===== config.mk =====
export PLATFORM = sky130hd
export DESIGN_NAME = writeback_stage
export DESIGN_NICKNAME = d
export VERILOG_FILES = /design/src/rtl/writeback_stage.sv
export SDC_FILE = /design/constraint.sdc
export NUM_CORES = 1
export LEC_CHECK = 0
export ABC_AREA = 0
export CAP_MARGIN = 20
export CORE_MARGIN = 8
export CORE_UTILIZATION = 40
export DETAILED_ROUTE_END_ITERATION = 6
export GPL_TIMING_DRIVEN = 1
export PLACE_DENSITY = 0.73
export RECOVER_POWER = 25
export SLEW_MARGIN = 40
export SYNTH_ARGS = -nofsm -noshare
export SYNTH_HDL_FRONTEND = slang
export SYNTH_SLANG_ARGS = --single-unit
export TNS_END_PERCENT = 20

===== constraint.sdc =====
create_clock -name clk -period 5 [get_ports clk]
set_input_delay 1.5 -clock clk [delete_from_list [all_inputs] [get_ports clk]]
set_output_delay 1.5 -clock clk [all_outputs]
set_load 0.005 [all_outputs]

===== src/rtl/writeback_stage.sv =====
// MEM/WB pipeline stage: registers the MEM-stage bundle, extracts load data,
// selects register-file write data, drives the fetch redirect and counts retirements.
module writeback_stage #(
  parameter int AWIDTH = 32,
  parameter int DWIDTH = 32,
  parameter int CWIDTH = 64
) (
  input  logic              clk,
  input  logic              reset,
  input  logic              valid_i,
  input  logic              stall_i,
  input  logic              flush_i,
  input  logic [AWIDTH-1:0] pc_i,
  input  logic [DWIDTH-1:0] alu_res_i,
  input  logic [DWIDTH-1:0] memory_data_i,
  input  logic [2:0]        funct3_i,
  input  logic [1:0]        wbsel_i,
  input  logic              brtaken_i,
  input  logic [4:0]        rd_i,
  input  logic              regwren_i,
  output logic              valid_o,
  output logic              rf_wren_o,
  output logic [4:0]        rf_rd_o,
  output logic [DWIDTH-1:0] writeback_data_o,
  output logic              redirect_o,
  output logic [AWIDTH-1:0] next_pc_o,
  output logic [CWIDTH-1:0] instret_o
);

  localparam logic [1:0] WB_ALU = 2'd0;
  localparam logic [1:0] WB_MEM = 2'd1;
  localparam logic [1:0] WB_PC  = 2'd2;
  localparam logic [1:0] WB_JAL = 2'd3;

  logic              valid_q, valid_d;
  logic [AWIDTH-1:0] pc_q, pc_d;
  logic [DWIDTH-1:0] alu_res_q, alu_res_d;
  logic [DWIDTH-1:0] mem_q, mem_d;
  logic [2:0]        funct3_q, funct3_d;
  logic [1:0]        wbsel_q, wbsel_d;
  logic              brtaken_q, brtaken_d;
  logic [4:0]        rd_q, rd_d;
  logic              regwren_q, regwren_d;
  logic [CWIDTH-1:0] instret_q, instret_d;

  logic [AWIDTH-1:0] pc_plus4_s;
  logic              taken_s;
  logic [DWIDTH-1:0] load_data_s;

  // Lanes come from the low 32 bits; extension is built at 64 bits then trimmed.
  function automatic logic [DWIDTH-1:0] load_extract(
    input logic [DWIDTH-1:0] word,
    input logic [1:0]        off,
    input logic [2:0]        f3
  );
    logic [7:0]  b;
    logic [15:0] h;
    logic [31:0] w;
    logic [63:0] r;
    b = word[{off, 3'b000} +: 8];
    h = off[1] ? word[31:16] : word[15:0];
    w = word[31:0];
    case (f3)
      3'b000:  r = {{56{b[7]}}, b};
      3'b100:  r = {56'd0, b};
      3'b001:  r = {{48{h[15]}}, h};
      3'b101:  r = {48'd0, h};
      3'b010:  r = {{32{w[31]}}, w};
      3'b110:  r = {32'd0, w};
      default: r = 64'(word);
    endcase
    return r[DWIDTH-1:0];
  endfunction

  // Next-state for the stage register and retire counter.
  always_comb begin
    valid_d   = valid_q;
    pc_d      = pc_q;
    alu_res_d = alu_res_q;
    mem_d     = mem_q;
    funct3_d  = funct3_q;
    wbsel_d   = wbsel_q;
    brtaken_d = brtaken_q;
    rd_d      = rd_q;
    regwren_d = regwren_q;
    instret_d = instret_q;
    if (stall_i) begin
      instret_d = instret_q;
    end else begin
      // A flush still loads the fields; only valid is forced low.
      valid_d   = valid_i & ~flush_i;
      pc_d      = pc_i;
      alu_res_d = alu_res_i;
      mem_d     = memory_data_i;
      funct3_d  = funct3_i;
      wbsel_d   = wbsel_i;
      brtaken_d = brtaken_i;
      rd_d      = rd_i;
      regwren_d = regwren_i;
      if (valid_q) begin
        instret_d = instret_q + {{(CWIDTH-1){1'b0}}, 1'b1};
      end else begin
        instret_d = instret_q;
      end
    end
  end

  // Stage register with synchronous reset.
  always_ff @(posedge clk) begin
    if (reset) begin
      valid_q   <= 1'b0;
      pc_q      <= '0;
      alu_res_q <= '0;
      mem_q     <= '0;
      funct3_q  <= 3'd0;
      wbsel_q   <= 2'd0;
      brtaken_q <= 1'b0;
      rd_q      <= 5'd0;
      regwren_q <= 1'b0;
      instret_q <= '0;
    end else begin
      valid_q   <= valid_d;
      pc_q      <= pc_d;
      alu_res_q <= alu_res_d;
      mem_q     <= mem_d;
      funct3_q  <= funct3_d;
      wbsel_q   <= wbsel_d;
      brtaken_q <= brtaken_d;
      rd_q      <= rd_d;
      regwren_q <= regwren_d;
      instret_q <= instret_d;
    end
  end

  assign pc_plus4_s  = pc_q + AWIDTH'(32'd4);
  assign taken_s     = brtaken_q | (wbsel_q == WB_JAL);
  assign load_data_s = load_extract(mem_q, alu_res_q[1:0], funct3_q);

  // Write-data select from the registered bundle.
  always_comb begin
    writeback_data_o = alu_res_q;
    case (wbsel_q)
      WB_ALU:  writeback_data_o = alu_res_q;
      WB_MEM:  writeback_data_o = load_data_s;
      WB_PC:   writeback_data_o = DWIDTH'(pc_q);
      WB_JAL:  writeback_data_o = DWIDTH'(pc_plus4_s);
      default: writeback_data_o = alu_res_q;
    endcase
  end

  assign valid_o    = valid_q;
  assign rf_wren_o  = valid_q & regwren_q & (rd_q != 5'd0);
  assign rf_rd_o    = rd_q;
  // Redirect fires only in the cycle the instruction actually leaves the stage.
  assign redirect_o = valid_q & taken_s & ~stall_i;
  assign next_pc_o  = taken_s ? alu_res_q[AWIDTH-1:0] : pc_plus4_s;
  assign instret_o  = instret_q;

endmodule


==> results.yml, run 1 <==
worst_hold_path:
  hold_path.class: "flop to flop"
timing:
  hold_ws_ps: 498.7
  fin_crit_ps: 4729
  setup_slack_ps: 270.9
  max_slew.worst_pin.slew_ps: 3303
  setup_viol: 0
  tns_ps: 0
  slew_violations: 72
  rsz0062_at_grt: "no"
  finClkSkew_ps: 14.60
  hold_violations: 0
  timing.slew.headroom_pct: -120.2
  fmax_mhz: 211.5
  post-route-period-util_pct: 94.58
synthesis:
  synthDistinctLibCells: 66
  synth_nets: 1322
  ys_ff_latch: 173
  syn_area_per_cell_um2: 8.017
  ys.flop_type: "dfxtp_1"
  netlist_area_mm2: 0.009677
  yosysSeqAreaShare_pct: 35.79
  synth_area_leaders: "dfxtp_1 36%, mux2i_1 12%, nor2_1 7.6%, nand2_1 4.0%, xor2_1 3.8%"
  netlist.top_cell.by_area: "dfxtp_1"
  synth_edf_count: 0
  syn_inst: 1207
  synth-async-reset-ratio_pct: 0
  yosys.area.top_type_share_pct: 35.79
  yosys_warnings: 0
global_route:
  grt_usage_pct: 22.60
  grt_remaining_overflow: 0
  antenna_found_initial: 3
  grt_pass1_wl_um: 51980
  grt_start_max_net_pins: 103
  grt_pass1_vias: 9167
worst_setup_path:
  crit_chain: "and4_1 > nand4_2 > buf_4 > or2_1 > o311ai_0 > clkdlybuf4s50_1"
  r2r_start: "instret_o[11]"
  path_max_fanout: 15
  start_kind: "flop"
  worst_ep_required_time_ps: 3500
  ff2ff_setup_slack_ps: 2210
  setup.worst_path.end: "writeback_data_o[23]"
  crit_arrival_ps: 3230
  path_class: "flop to primary output"
  slowest_delay_ps: 640
  reg2reg_depth: 5
  worstSetupEndpointType: "primary output"
  reg2reg_to: "instret_o[62]"
  critPathSlowestCell: "clkdlybuf4s50_1"
  worstSetupStartpoint: "pc_q[11]"
layout:
  postLayoutCellArea_mm2: 0.01296
  fin_cells: 1740
  drive_gt1_share_pct: 5.096
  fillers: 2264
  final_nets: 1515
  syn_to_final_growth_pct: 33.94
  utilization_pct: 53.93
  multiInputGateArea_mm2: 0.005792
  seqCellArea_mm2: 0.003465
placement:
  io_buffers: 248
  pre_cts_ws_ps: 800.5
  dpl_cell_area_mm2: 0.01236
  dp_cells: 1705
  post-dp-hpwl_um: 25370
  gp_congestion: 0.8968
pwr:
  cellPowerDensity_mw_per_mm2: 261.7
  leakagePower_nw: 4.689
  totalPowerFinal_mw: 3.391
  ir_drop_mv: 0.2309
clock_network:
  htree_levels: 4
  cts_made_buffers: 17
  cts.path.max_buffers: 2
  cts_tree: "done"
  cts_root_buf: "clkbuf_16"
  postCtsHoldBufs: 0
  post_cts_buffers: 0
  clkLatencyLatePin_ps: 430
  cts.repair.resized: 0
  clk_pin_slew_ps: 70
  clock_sinks: 173
drt:
  routedWlPerCell_um: 19.61
  wirelength_um: 34120
  dr.pass1.iters: 7
  first_iter_violations: 914
  ant_nets: 0
  drc: 0
  vias: 9691
  viasPerCell: 5.570
floorplanning:
  num_rows: 57
  design.die.area_mm2: 0.02942
  die_x_um: 171.5
  die_h_um: 171.5
  core_area_mm2: 0.02403
  start_util_pct: 40.26
  ios: 249
run_status:
  violations: "max-capacitance violations, max-slew violations"
  status: "finished with violations"
flow_run:
  max_cap_viol_count: 1
[power breakdown]
part / internal, mW / switching (mW) / leakage (nW)
logic: 0.296 / 0.263 / 2.99
clock network: 0.681 / 0.652 / 0.282
registers: 1.43 / 0.0707 / 1.42
total: 2.41 / 0.985 / 4.69
[kinds of logic (layout without fill, tap and decap cells)]
logic type / after synthesis / count (layout) / share of synthesized area (%)
compound gates: 209 / 209 / 13.25
buf+inv: 111 / 317 / 4.435
fa+ha+maj: 2 / 2 / 0.2586
other cells: 0 / 3 / 0
flops: 173 / 173 / 35.79
mux: 119 / 119 / 12.46
simple gates: 510 / 510 / 26.29
xor+xnor: 83 / 83 / 7.512
[metal layers]
layer	GRT usage, %	wire (um)	share of wire [%]	vias up
met5	0	0	0	-
met4	7.070	734	2.2	0
met3	7.023	3105	9.1	47
met2	34.79	15530	46	421
met1	29.74	14740	43	4559
li1	-	-	-	4664
[area by class of cell]
cell class | instances | area share [%]
antenna | 3 | 0.05792
clock buffer | 18 | 3.388
clock inverter | 14 | 1.139
inverter | 21 | 0.6082
multi-input combinational | 923 | 44.69
sequential | 173 | 26.73
tap | 324 | 3.128
timing repair buffer | 264 | 20.26
[cells in the final DEF (no fill, tap or decap), types with 4 or more instances in the layout]
cell,count
nand3_1,37
nor3_1,19
mux2i_1,116
nand4_1,43
or4_1,6
or3_1,23
and4_1,15
nand2_1,104
clkbuf_16,17
buf_4,13
and3_1,11
o22ai_1,4
a211oi_1,6
nor4_1,9
a31oi_1,6
o21ai_1,5
nand2b_1,4
o211ai_1,5
nor2b_1,7
inv_1,21
dfxtp_1,172
and2_1,6
o221ai_1,5
nor2_1,197
a21oi_1,60
inv_8,5
o21ai_0,70
a311o_1,7
clkdlybuf4s50_1,246
xor2_1,42
o31ai_1,6
nor3b_1,6
nand4_2,5
xnor2_1,41
[synth_stat cells (all sizes together) (3+ instances only)]
master    n
o221ai    5
o21ai    75
a22oi     3
nor2    197
nor3b     6
buf      19
mux2i   116
or4       6
and3     11
a21oi    60
nor3     21
xnor2    41
and2      6
o22ai     4
o31ai     6
nand2   104
or3      23
inv      21
clkbuf   71
nor2b     7
nand2b    5
a21o      4
nand3    37
a31oi     6
a311oi    3
o22a      3
a211oi    6
a311o     7
and4     15
o211ai    5
xor2     42
dfxtp   173
nand4    49
or2       4
nor4     13
[sequential cells by signal (all words and copies together) (netlist names)]
name and count:
mem_q 32, brtaken_q 1, pc_q 32, alu_res_q 32, funct3_q 3, regwren_q 1
instret_o 64, valid_o 1, wbsel_q 2, rf_rd_o 5
[critical path, delay by kind of cell, from the launching register on]
kind | cells | cell delay [ps]
buffers and inverters | 2 | 860
AND/OR/NAND/NOR | 3 | 830
AO/OA/AOI/OAI | 1 | 630
flip-flops | 1 | 490
[worst min-delay path by stage]
stage                     to           from  depth (start not counted)
6_report       instret_o[63]  instret_o[63]                          2
5_1_grt        instret_o[63]  instret_o[63]                          2
4_1_cts        instret_o[63]  instret_o[63]                          2
3_5_place_dp   instret_o[63]  instret_o[63]                          2
3_3_place_gp   instret_o[63]  instret_o[63]                          2
2_1_floorplan       mem_q[0]       mem_q[0]                          2
No activity file was read; power rests on OpenSTA's default activity.
==> run 2: changes to the inputs <==
Settings changed: SETUP_SLACK_MARGIN set to 0.02, TNS_END_PERCENT 20 to 5.
==> results of run 2 <==
No change in the layout: final DEF, timing and power equal those of run 1.
==> run 3: changes to the inputs <==
Settings changed: CTS_BUF_LIST set to sky130_fd_sc_hd__clkbuf_8, DONT_BUFFER_PORTS set to 1, PLACE_DENSITY 0.73 to 0.59, SKIP_LAST_GASP set to 1.
==> run 3 against run 2 <==
The run now ends clean; combinational power decreased by 46%; register-to-register slack gained 40 ps; worst setup slack better by 360 ps; wire length fell by 6.1%; largest cell class unchanged.
==> results.yml, run 3 (synthesis results as in run 1) <==
timing:
  setup_viol: 0
  finClkSkew_ps: 20.84
  setup_slack_ps: 627.4
  hold_violations: 0
  fin_crit_ps: 4373
  fmax_mhz: 228.7
  max_slew.worst_pin.slew_ps: 809.7
  hold_ws_ps: 526.9
  timing.slew.headroom_pct: 45.96
  slew_violations: 0
  post-route-period-util_pct: 87.45
  tns_ps: 0
  rsz0062_at_grt: "no"
placement:
  pre_cts_ws_ps: 1149
  gp_congestion: 0.8854
  post-dp-hpwl_um: 23600
  dp_cells: 1450
  io_buffers: 0
worst_setup_path:
  critical_path.top_delay_family: "simple AND/OR/NAND/NOR gates"
  slowest_delay_ps: 720
  start_kind: "flop"
  path_class: "flop to primary output"
  crit_arrival_ps: 2870
  path_max_fanout: 15
  ff2ff_setup_slack_ps: 2250
  worst_ep_required_time_ps: 3500
  worstSetupEndpointType: "primary output"
  critPathBufInv: 0
  critPathSlowestCell: "o311ai_0"
  crit_chain: "and4_1 > nand4_2 > or2_1 > o311ai_0"
floorplanning:
  die_x_um: 171.5
  die_h_um: 171.5
  core_area_mm2: 0.02403
  start_util_pct: 40.26
  design.die.area_mm2: 0.02942
  ios: 249
  num_rows: 57
run_status:
  status: "complete, no violations"
pwr:
  leakagePower_nw: 3.640
  cellPowerDensity_mw_per_mm2: 271.7
  ir_drop_mv: 0.1662
global_route:
  grt_usage_pct: 21.04
  antenna_found_initial: 2
  grt_remaining_overflow: 0
  grt_pass1_vias: 7739
  grt_start_max_net_pins: 174
  grt_pass1_wl_um: 47570
clock_network:
  clk_pin_slew_ps: 110
  postCtsHoldBufs: 0
  post_cts_buffers: 0
  cts_made_buffers: 17
  clock_sinks: 173
  cts.repair.resized: 0
  htree_levels: 4
  clkLatencyLatePin_ps: 480
  cts.path.max_buffers: 2
  cts_root_buf: "clkbuf_8"
  cts_tree: "done"
flow_run:
  max_cap_viol_count: 0
drt:
  viasPerCell: 5.768
  dr.pass1.iters: 5
  drc: 0
  wirelength_um: 32040
  ant_nets: 0
  vias: 8560
  first_iter_violations: 660
  routedWlPerCell_um: 21.59
layout:
  final_common_cell: "nor2_1"
  drive_gt1_share_pct: 5.872
  fillers: 2525
  layout_common_cells: "197 x nor2_1, 170 x dfxtp_1, 116 x mux2i_1"
  final_nets: 1260
  syn_to_final_growth_pct: 5.612
  utilization_pct: 42.52
  fin_cells: 1484
  largest_register_ffs: 64
worst_hold_path:
  hold_path.class: "flop to flop"
==> run 3: changes by cell type in the layout (fill, tap and decap cells not counted), moves of 4 or more <==
cell | previous run | this run
buf_4 | 13 | 9
clkbuf_16 | 17 | 0
clkbuf_8 | 1 | 17
clkdlybuf4s50_1 | 246 | 0
==> run 3: cell type report <==
type	instances	area (um^2)	area share, %
Antenna cell	2	5.005	0.04897
Clock buffer	17	234.0	2.289
Clock inverter	15	153.9	1.506
Inverter	21	78.83	0.7713
Multi-Input combinational cell	923	5808	56.83
Sequential cell	173	3467	33.93
Tap cell	324	405.4	3.967
Timing Repair Buffer	9	67.56	0.6611
==> run 3: final timing paths <==
| check | startpoint | end | depth (start not counted) |
|---|---|---|---|
| worst max-delay path | pc_q[11] | writeback_data_o[23] | 4 |
| worst min-delay path | regwren_q | regwren_q | 2 |
| worst max register to register | instret_o[11] | instret_o[54] | 5 |
| worst min register to register | regwren_q | regwren_q | 2 |
==> run 3: power breakdown <==
part           switching (mW)  internal (mW)
sequential             0.0735           1.43
clock                   0.597          0.373
combinational           0.175          0.129
total                   0.845           1.93
==> run 3: metrics by stage <==
| stage | power (mW) | cell area (um^2) |
|---|---|---|
| 6_report | 2.777 | 10220 |
| 5_1_grt | 2.902 | 10220 |
| 4_1_cts | 2.815 | 10200 |
| 3_5_place_dp | 1.836 | 9813 |
| 3_3_place_gp | 1.832 | 9803 |
| 2_1_floorplan | 1.780 | 9677 |
==> run 3: routing by layer <==
metal  up-vias  routed length, um  GRT usage [%]
li1       4171                  -              -
met4         0                672          7.183
met1      4049              14330          28.53
met5         -                  0              0
met2       312              14350          31.25
met3        28               2688          6.289
==> run 3: worst register-to-register path, cell delays in order (launching register included) <==
cell and delay (ps):
dfxtp_1 500, nand4_2 240, nor4_1 600, nand4_1 650, or3_1 560, a21oi_1 140
